$ cat src/rtl/axil_wr_arbiter_2x1.sv
// Round-robin 2:1 AXI4-Lite write arbiter, one full AW+W+B transaction per grant; ARB_TIMEOUT_EN adds a per-grant timeout.
// Latency: grant registered one cycle after AW request, AW/W/B then pass through combinationally; ready/valid backpressure passes straight through.
module axil_wr_arbiter_2x1 #(
    parameter int ADDR_WIDTH     = 32,
    parameter int DATA_WIDTH     = 32,
    parameter int STRB_WIDTH     = DATA_WIDTH / 8,
    parameter int TIMEOUT_CYCLES = 1023
) (
    input  logic                  clk,
    input  logic                  rst,
    input  logic [ADDR_WIDTH-1:0] s0_axil_awaddr,
    input  logic [2:0]            s0_axil_awprot,
    input  logic                  s0_axil_awvalid,
    output logic                  s0_axil_awready,
    input  logic [DATA_WIDTH-1:0] s0_axil_wdata,
    input  logic [STRB_WIDTH-1:0] s0_axil_wstrb,
    input  logic                  s0_axil_wvalid,
    output logic                  s0_axil_wready,
    output logic [1:0]            s0_axil_bresp,
    output logic                  s0_axil_bvalid,
    input  logic                  s0_axil_bready,
    input  logic [ADDR_WIDTH-1:0] s1_axil_awaddr,
    input  logic [2:0]            s1_axil_awprot,
    input  logic                  s1_axil_awvalid,
    output logic                  s1_axil_awready,
    input  logic [DATA_WIDTH-1:0] s1_axil_wdata,
    input  logic [STRB_WIDTH-1:0] s1_axil_wstrb,
    input  logic                  s1_axil_wvalid,
    output logic                  s1_axil_wready,
    output logic [1:0]            s1_axil_bresp,
    output logic                  s1_axil_bvalid,
    input  logic                  s1_axil_bready,
    output logic [ADDR_WIDTH-1:0] m_axil_awaddr,
    output logic [2:0]            m_axil_awprot,
    output logic                  m_axil_awvalid,
    input  logic                  m_axil_awready,
    output logic [DATA_WIDTH-1:0] m_axil_wdata,
    output logic [STRB_WIDTH-1:0] m_axil_wstrb,
    output logic                  m_axil_wvalid,
    input  logic                  m_axil_wready,
    input  logic [1:0]            m_axil_bresp,
    input  logic                  m_axil_bvalid,
    output logic                  m_axil_bready,
    output logic [1:0]            grant,
    output logic                  timeout_err
);
    typedef enum logic [1:0] {IDLE, ADDR, RESP, ERR} state_t;

    if (TIMEOUT_CYCLES < 2) begin : g_bad_timeout
        $error("TIMEOUT_CYCLES must be at least 2");
    end

    state_t     state;
    logic       aw_done, w_done, last_grant;
    logic       sel, in_addr, in_resp, in_err, drain_now;
    logic       g_awvalid, g_wvalid, g_bready;
    logic       aw_rdy, w_rdy, b_vld, aw_hs, w_hs, b_hs, aw_fin, w_fin;
    logic [1:0] b_resp, pick;

    assign sel       = grant[1];
    assign in_addr   = (state == ADDR);
    assign in_resp   = (state == RESP);
    assign g_awvalid = sel ? s1_axil_awvalid : s0_axil_awvalid;
    assign g_wvalid  = sel ? s1_axil_wvalid  : s0_axil_wvalid;
    assign g_bready  = sel ? s1_axil_bready  : s0_axil_bready;

    assign m_axil_awaddr  = sel ? s1_axil_awaddr : s0_axil_awaddr;
    assign m_axil_awprot  = sel ? s1_axil_awprot : s0_axil_awprot;
    assign m_axil_wdata   = sel ? s1_axil_wdata  : s0_axil_wdata;
    assign m_axil_wstrb   = sel ? s1_axil_wstrb  : s0_axil_wstrb;
    assign m_axil_awvalid = in_addr & g_awvalid & ~aw_done;
    assign m_axil_wvalid  = in_addr & g_wvalid & ~w_done;
    assign m_axil_bready  = (in_resp & g_bready) | in_err | drain_now;

    // ERR swallows the pending AW/W locally and answers with SLVERR
    assign aw_rdy = (in_addr & m_axil_awready & ~aw_done) | (in_err & ~aw_done);
    assign w_rdy  = (in_addr & m_axil_wready & ~w_done) | (in_err & ~w_done);
    assign b_vld  = (in_resp & m_axil_bvalid) | in_err;
    assign b_resp = in_err ? 2'b10 : (in_resp ? m_axil_bresp : 2'b00);

    assign s0_axil_awready = grant[0] & aw_rdy;
    assign s0_axil_wready  = grant[0] & w_rdy;
    assign s0_axil_bvalid  = grant[0] & b_vld;
    assign s0_axil_bresp   = grant[0] ? b_resp : 2'b00;
    assign s1_axil_awready = grant[1] & aw_rdy;
    assign s1_axil_wready  = grant[1] & w_rdy;
    assign s1_axil_bvalid  = grant[1] & b_vld;
    assign s1_axil_bresp   = grant[1] ? b_resp : 2'b00;

    assign aw_hs  = g_awvalid & aw_rdy;
    assign w_hs   = g_wvalid & w_rdy;
    assign b_hs   = b_vld & g_bready;
    assign aw_fin = aw_done | aw_hs;
    assign w_fin  = w_done | w_hs;

    always_comb begin
        pick = 2'b00;
        if (s0_axil_awvalid && s1_axil_awvalid) pick = last_grant ? 2'b01 : 2'b10;
        else if (s0_axil_awvalid)                pick = 2'b01;
        else if (s1_axil_awvalid)                pick = 2'b10;
    end

`ifdef ARB_TIMEOUT_EN
    localparam int CNT_W = ($clog2(TIMEOUT_CYCLES + 1) > 10) ? $clog2(TIMEOUT_CYCLES + 1) : 10;
    logic [CNT_W-1:0] cnt;
    logic             drain, expire;
    assign expire    = (cnt == CNT_W'(TIMEOUT_CYCLES - 1));
    assign in_err    = (state == ERR);
    assign drain_now = drain & (state == IDLE);
`else
    assign in_err      = 1'b0;
    assign drain_now   = 1'b0;
    assign timeout_err = 1'b0;
`endif

    always_ff @(posedge clk) begin
        if (rst) begin
            state      <= IDLE;
            grant      <= 2'b00;
            aw_done    <= 1'b0;
            w_done     <= 1'b0;
            last_grant <= 1'b1;
`ifdef ARB_TIMEOUT_EN
            cnt         <= '0;
            drain       <= 1'b0;
            timeout_err <= 1'b0;
`endif
        end else begin
`ifdef ARB_TIMEOUT_EN
            if (state == ADDR || state == RESP) cnt <= cnt + 1'b1;
`endif
            case (state)
                IDLE: if (pick != 2'b00) begin
                    grant   <= pick;
                    state   <= ADDR;
                    aw_done <= 1'b0;
                    w_done  <= 1'b0;
`ifdef ARB_TIMEOUT_EN
                    cnt   <= '0;
                    drain <= 1'b0;
`endif
                end
                ADDR: begin
                    aw_done <= aw_fin;
                    w_done  <= w_fin;
                    if (aw_fin && w_fin) state <= RESP;
`ifdef ARB_TIMEOUT_EN
                    if (expire) begin
                        state       <= ERR;
                        timeout_err <= 1'b1;
                        drain       <= 1'b1;
                    end
`endif
                end
                RESP: begin
                    if (b_hs) begin
                        state      <= IDLE;
                        last_grant <= grant[1];
                        grant      <= 2'b00;
                        aw_done    <= 1'b0;
                        w_done     <= 1'b0;
                    end
`ifdef ARB_TIMEOUT_EN
                    else if (expire) begin
                        state       <= ERR;
                        timeout_err <= 1'b1;
                        drain       <= 1'b1;
                    end
`endif
                end
`ifdef ARB_TIMEOUT_EN
                ERR: begin
                    aw_done <= aw_fin;
                    w_done  <= w_fin;
                    if (b_hs) begin
                        state      <= IDLE;
                        last_grant <= grant[1];
                        grant      <= 2'b00;
                        aw_done    <= 1'b0;
                        w_done     <= 1'b0;
                    end
                end
`endif
                default: state <= IDLE;
            endcase
        end
    end
endmodule

$ cat config.mk
export PLATFORM = sky130hd
export DESIGN_NAME = axil_wr_arbiter_2x1
export DESIGN_NICKNAME = d
export VERILOG_FILES = /design/src/rtl/axil_wr_arbiter_2x1.sv
export SDC_FILE = /design/constraint.sdc
export NUM_CORES = 1
export LEC_CHECK = 0
export ABC_AREA = 1
export CORE_AREA = 4 4 92 94
export DETAILED_ROUTE_END_ITERATION = 10
export DIE_AREA = 0 0 96 98
export HOLD_SLACK_MARGIN = 0.06
export MAX_ROUTING_LAYER = met4
export PLACE_DENSITY = 0.75
export SLEW_MARGIN = 10
export SYNTH_ARGS = -nofsm -noshare
export SYNTH_HDL_FRONTEND = slang
export SYNTH_SLANG_ARGS = --single-unit
$ cat constraint.sdc
create_clock -name clk -period 1.2 [get_ports clk]
set_input_delay 0.3 -clock clk [delete_from_list [all_inputs] [get_ports clk]]
set_output_delay 0.3 -clock clk [all_outputs]
set_load 0.02 [all_outputs]
==> flow_metrics.py, run 1 <==
metrics = {
    "status": {
        "status": "finished, violations left",
        "failed_checks": "negative setup slack",
    },
    "floorplan": {
        "initial_utilization_pct": 18.62,
        "dieArea_mm2": 0.009408,
        "fp.dieW_um": 96,
        "core_mm2": 0.007647,
        "pin_count": 242,
        "rows": 32,
        "chipHeight_um": 98,
    },
    "cts": {
        "clk-insertion-delay-late_ns": 0.23,
        "cts_buffers": 3,
        "path_clk_slew_ns": 0.04,
        "postCtsHoldBufs": 0,
        "cts_tree": "built",
        "cts_max_path_buffers": 2,
        "cts-root-buf": "clkbuf_8",
        "cts-htree-levels": 1,
        "clock-sinks": 7,
    },
    "route": {
        "finalWirelength_um": 10380,
        "wl_per_cell_um": 14.73,
        "firstDrtPassIters": 4,
        "drtIter0Drc": 47,
        "ant_nets": 0,
        "vias_per_cell": 4.359,
        "drc": 0,
        "vias": 3073,
    },
    "pwr": {
        "p_leak_nw": 2.456,
        "powerDensity_mw_per_mm2": 615.2,
        "irDropWorstVdd_uv": 413.9,
    },
    "worst_setup_path": {
        "cp.buffers_inverters": 4,
        "path_class": "flop to output pin",
        "crit_top_cell": "buf_6",
        "path_delay_family": "buffers and inverters",
        "timing.rr.start": "state[0]$_SDFFE_PP0P_",
        "crit_chain": "clkinv_8 -> buf_8 -> buf_6 -> nand2_4 -> nand2_2 -> buf_6",
        "crit_path_end_kind": "output pin",
        "crit_fanout": 7,
        "cpPeakStageDelay_ns": 0.41,
        "worst-path-stages": 6,
        "cp-start-kind": "flop",
        "critical_path_required_ns": 0.90,
        "reg2reg_depth": 9,
        "cpMaxStageDelayCell": "dfxtp_4",
        "worstSetupStartpoint": "grant[1]$_SDFFE_PP0P_",
        "critPathArrivalTime_ns": 1.27,
    },
    "global_route": {
        "grt_overflow_total": 0,
        "grt_pass1_wl_um": 14160,
        "grt.total_usage_pct": 19.49,
        "grt_pass1_vias": 3091,
        "grt_max_degree": 32,
        "antenna_found_initial": 0,
    },
    "yosys": {
        "synthesis.nets": 481,
        "yosys.area_share.simple_pct": 75.66,
        "syn-cell-area_mm2": 0.001424,
        "ys_types": 19,
        "post_synth.cell_area_avg_um2": 4.368,
        "synthCells": 326,
        "synth-adder-area-share_pct": 0,
        "muxShareOfSynthArea_pct": 0,
        "yosys_warnings": 0,
        "synth_top_family_by_area": "simple AND/OR/NAND/NOR gates",
        "synth-compound-area-share_pct": 2.900,
        "synth_xor_area_share_pct": 0,
        "synth_seq_cells": 7,
        "yosysSeqAreaShare_pct": 9.842,
    },
    "sta": {
        "setup_slack_ns": -0.3725,
        "fin_crit_ns": 1.572,
        "slew_viol_final": 0,
        "rsz0062_at_grt": "yes",
        "fin_crit_sh_pct": 131.0,
        "hold_viol_final": 0,
        "setup_viol": 92,
        "fmax_mhz": 635.9,
        "tns_ns": -24.89,
        "clock_skew_ns": 0.004092,
    },
    "layout": {
        "nets": 759,
        "area_delta_synth_final_pct": 257.0,
        "final_core_util_pct": 66.48,
        "fillCellCount": 644,
        "multi_input_area_mm2": 0.001615,
        "regArea_um2": 151.4,
        "antenna_cells": 0,
        "design_area_mm2": 0.005084,
        "drive_above_1_share_pct": 46.60,
    },
    "placed_design": {
        "io_buffer_count": 240,
        "post_dp_cell_area_mm2": 0.004382,
        "dp_hpwl_um": 7791,
        "gp_congestion": 0.8281,
    },
    "hold_path": {
        "hold_path.class": "flop to flop",
        "worstHoldPathCells": 2,
        "hp-start": "aw_done$_SDFFE_PP0P_",
    },
    "job": {
        "maxCapViolCount": 0,
    },
}
==> sequential cells by signal, summed over array words and instances (netlist names) <==
register,flops
grant,2
state,2
last_grant,1
w_done,1
aw_done,1
==> per-layer routing <==
layer	share of wire (%)	track usage, %	vias to the layer above
li1	-	-	1520
met1	34	19.23	1362
met2	54	37.71	171
met3	9.9	4.237	20
met4	2.6	4.267	0
met5	0	-	-
==> where the power goes <==
| part | internal, mW | total [mW] | switching [mW] |
|---|---|---|---|
| Clock | 0.230 | 0.339 | 0.108 |
| Sequential | 0.242 | 0.261 | 0.0182 |
| Combinational | 1.36 | 2.53 | 1.17 |
==> cells in the mapped netlist <==
| library cell | count | share of area [%] |
|---|---|---|
| nand3_2 | 1 | 0.70 |
| o21ai_0 | 2 | 0.70 |
| nand3_1 | 6 | 2.1 |
| buf_4 | 2 | 1.1 |
| nor3_1 | 4 | 1.4 |
| nand2_4 | 3 | 2.4 |
| inv_1 | 19 | 5.0 |
| nand2_1 | 241 | 64 |
| nor2_4 | 1 | 0.79 |
| inv_2 | 2 | 0.53 |
| nor2_1 | 13 | 3.4 |
| dfxtp_1 | 7 | 9.8 |
| conb_1 | 1 | 0.26 |
| a31oi_1 | 1 | 0.44 |
| clkbuf_1 | 6 | 1.6 |
| and2_1 | 1 | 0.44 |
| a21oi_1 | 5 | 1.8 |
| buf_2 | 9 | 3.2 |
| nand4_1 | 2 | 0.88 |
==> placed cells by master, fill, tap and decap left out, types with 3 or more instances in the layout <==
cell type,Yosys,layout
buf_16,0,3
dlygate4sd2_1,0,5
dfxtp_1,7,4
buf_6,0,87
nor2_1,13,3
a21oi_2,0,3
nor2_4,1,11
clkbuf_8,0,3
nand2_1,241,142
inv_4,0,3
dfxtp_4,0,3
nor3_4,0,4
buf_4,2,38
nand3_2,1,4
nand2_4,3,14
inv_2,2,9
inv_1,19,8
clkdlybuf4s50_1,0,148
nand2_2,0,86
buf_12,0,6
==> area by class of cell <==
type	count	share of cell area (%)
Tap cell	102	2.510
Clock buffer	4	0.8860
Multi-Input combinational cell	281	31.77
Inverter	21	1.944
Timing Repair Buffer	290	59.91
Sequential cell	7	2.978
==> path summary, 6_finish.rpt <==
kind	slack, ns	endpoint
worst max register to register	-0.15	grant[1]$_SDFFE_PP0P_
worst max-delay path	-0.37	m_axil_awaddr[3]
worst min register to register	0.47	aw_done$_SDFFE_PP0P_
worst min-delay path	0.47	aw_done$_SDFFE_PP0P_
==> worst reg2reg max path: stages (launching register included) <==
cell and delay (ns):
dfxtp_4 0.36, buf_4 0.14, buf_4 0.13, nor2_1 0.14, nand3_2 0.11, buf_4 0.16
nand3_4 0.09, nand2_2 0.05, inv_1 0.05, nor2_1 0.04
==> metrics by stage <==
stage / power (mW) / setup WS, ns / hold WS [ns] / std cells
final: 3.127 / -0.3725 / 0.4683 / 705
after floorplan: 1.155 / -0.04640 / 0.3617 / 326
after global placement: 2.385 / -0.8842 / 0.4436 / 681
after CTS: 2.906 / -0.3460 / 0.4556 / 697
after global routing: 3.315 / -0.4283 / 0.4925 / 705
after detailed placement: 2.402 / -0.9089 / 0.4493 / 681
==> cell families (layout without fill, tap and decap cells) <==
family                 count (synthesis)  after routing
and+or+nand+nor                      272            272
other                                  1              1
buffers and inverters                 38            315
DFF                                    7              7
AOI/OAI and AO/OA                      8              8
==> timing repair <==
action | in CTS | in global routing
pin swaps | 19 | 28
setup endpoints to repair | 93 | 92
resized for setup | 531 | 112
gates cloned | 3 | 1
setup buffers | 10 | 10
Note: power is estimated with default switching activity, not from simulation.
==> inputs of run 2 (changes only) <==
CAP_MARGIN = 20   (was not set)
==> results of run 2 <==
The final DEF is identical to that of run 1; final timing and power are the same.
==> inputs of run 3 (changes only) <==
CORE_AREA = 4 4 91 93   (was 4 4 92 94)
DIE_AREA = 0 0 95 97   (was 0 0 96 98)
GPL_TIMING_DRIVEN = 0   (was not set)
PLACE_DENSITY = 0.73   (was 0.75)
clock period = 2 ns   (was 1.2 ns; I/O delays follow)
==> run 3 against run 2 <==
Net effect:
- the flow now finishes without violations
- wire length fell by 17%
- clock skew rose by 0.0023 ns
- die area fell by 2.1%
- critical endpoint is now s1_axil_bresp[1]
==> flow_metrics.py, run 3 (synthesis results as in run 1) <==
metrics = {
    "cts": {
        "cts_max_path_buffers": 2,
        "clock-sinks": 7,
        "cts_tree": "built",
        "cts_buffers": 3,
        "clk-insertion-delay-late_ns": 0.23,
        "path_clk_slew_ns": 0.04,
        "cts-root-buf": "clkbuf_8",
        "cts-htree-levels": 1,
        "postCtsSetupRepairBufs": 0,
        "postCtsHoldBufs": 0,
    },
    "layout": {
        "nets": 726,
        "largestRegisters": "grant (2), state (2)",
        "area_delta_synth_final_pct": 171.5,
        "drive_above_1_share_pct": 15.96,
        "layout_commonest_cell": "nand2_1",
        "design_area_mm2": 0.003866,
        "final_cell_mix": "nand2_1 (241), clkdlybuf4s50_1 (154), clkbuf_2 (37)",
        "antenna_cells": 0,
    },
    "route": {
        "ant_nets": 0,
        "vias_per_cell": 4.189,
        "firstDrtPassIters": 4,
        "wl_per_cell_um": 12.85,
        "vias": 2815,
        "drc": 0,
        "drtIter0Drc": 91,
        "finalWirelength_um": 8634,
    },
    "global_route": {
        "grt.total_usage_pct": 17.74,
        "grt_pass1_wl_um": 12810,
        "grt_pass1_vias": 2638,
        "grt_max_degree": 11,
        "grt_overflow_total": 0,
        "antenna_found_initial": 0,
    },
    "floorplan": {
        "chipHeight_um": 97,
        "initial_utilization_pct": 18.92,
        "rows": 32,
        "pin_count": 242,
        "core_mm2": 0.007527,
        "dieArea_mm2": 0.009215,
        "fp.dieW_um": 95,
    },
    "placed_design": {
        "dp_hpwl_um": 7493,
        "post-place-ws_ns": -0.6220,
        "post_dp_cell_area_mm2": 0.003954,
        "gp_congestion": 0.8555,
        "io_buffer_count": 240,
    },
    "worst_setup_path": {
        "timing.rr.start": "state[0]$_SDFFE_PP0P_",
        "cpPeakStageDelay_ns": 0.45,
        "critical_path_required_ns": 1.50,
        "worstSetupStartpoint": "m_axil_bresp[1]",
        "cp-start-kind": "primary input",
        "cpMaxStageDelayCell": "clkdlybuf4s50_1",
        "critPathArrivalTime_ns": 1.47,
        "crit_chain": "clkdlybuf4s50_1 -> inv_1 -> nor3_1 -> clkdlybuf4s15_2",
        "crit_fanout": 2,
        "crit_path_end_kind": "output pin",
        "path_class": "primary input to output pin",
    },
    "sta": {
        "setup_viol": 0,
        "fmax_mhz": 507.1,
        "fin_crit_sh_pct": 98.61,
        "hold_viol_final": 0,
        "setup_slack_ns": 0.02787,
        "clock_skew_ns": 0.006399,
        "fin_crit_ns": 1.972,
        "slew_viol_final": 0,
        "finalHoldWorstSlack_ns": 0.4660,
    },
    "pwr": {
        "irDropWorstVdd_uv": 164.9,
        "p_leak_nw": 2.046,
        "powerDensity_mw_per_mm2": 370.8,
    },
    "hold_path": {
        "hp-start": "w_done$_SDFFE_PP0P_",
        "hold_path.class": "flop to flop",
    },
    "job": {
        "maxCapViolCount": 0,
    },
    "status": {
        "status": "complete, no violations",
    },
}
-- run 3: cell types whose count changed in the layout (fill, tap and decap cells not counted), moves of 10 or more --
cell and delta:
nand2_1 +99, nand2_2 -86, buf_6 -84, clkbuf_2 +37, buf_4 -30, clkdlybuf4s15_2 +16, inv_1 +11, nand2_4 -11
clkdlybuf4s15_1 +10, dlygate4sd2_1 +10, nor2_4 -10
-- run 3: repair_timing --
item / in CTS / in global routing
resized for setup: 179 / 86
pin swaps: 0 / 1
setup endpoints to repair: 84 / 78
-- run 3: metal layers --
metal / vias up / track usage (%) / part of all wire, %
met4: 0 / 2.997 / 0.83
met3: 9 / 4.432 / 12
met5: - / - / 0
li1: 1453 / - / -
met2: 183 / 32.16 / 51
met1: 1170 / 19.52 / 35
-- run 3: worst paths after layout --
| check | to | slack [ns] | cells past startpoint |
|---|---|---|---|
| setup / recovery | s1_axil_bresp[1] | 0.03 | 4 |
| hold / removal | w_done$_SDFFE_PP0P_ | 0.47 | 2 |
| setup reg to reg | grant[1]$_SDFFE_PP0P_ | 0.74 | 9 |
| hold reg to reg | w_done$_SDFFE_PP0P_ | 0.47 | 2 |
-- run 3: layout make-up --
cell class / count / area, um^2
well taps: 102 / 127.6
multi-input cells: 281 / 1131
flip-flops and latches: 7 / 143.9
clock buffers: 4 / 45.04
plain buffers: 17 / 138.9
repair buffers: 240 / 2196
fillers: 799 / 3661
inverters: 21 / 83.83
-- run 3: critical path: cells and delay by family --
kind | cells | cell delay [ns]
simple gates | 1 | 0.18
buf+inv | 3 | 0.80
-- run 3: where the power goes --
part           leakage, nW  internal (mW)  switching, mW
clock               0.0228          0.138         0.0653
sequential          0.0580          0.147        0.00820
combinational         1.97          0.533          0.542
-- run 3: metrics by stage --
stage          cells  util, %  power [mW]  TNS (ns)
2_1_floorplan    326        -      0.6307         0
3_3_place_gp     668    52.53       1.318    -20.41
3_5_place_dp     668    52.53       1.330    -21.59
4_1_cts          672    52.78       1.450  -0.02588
5_1_grt          672    51.36       1.531  -0.02424
6_report         672    51.36       1.434         0
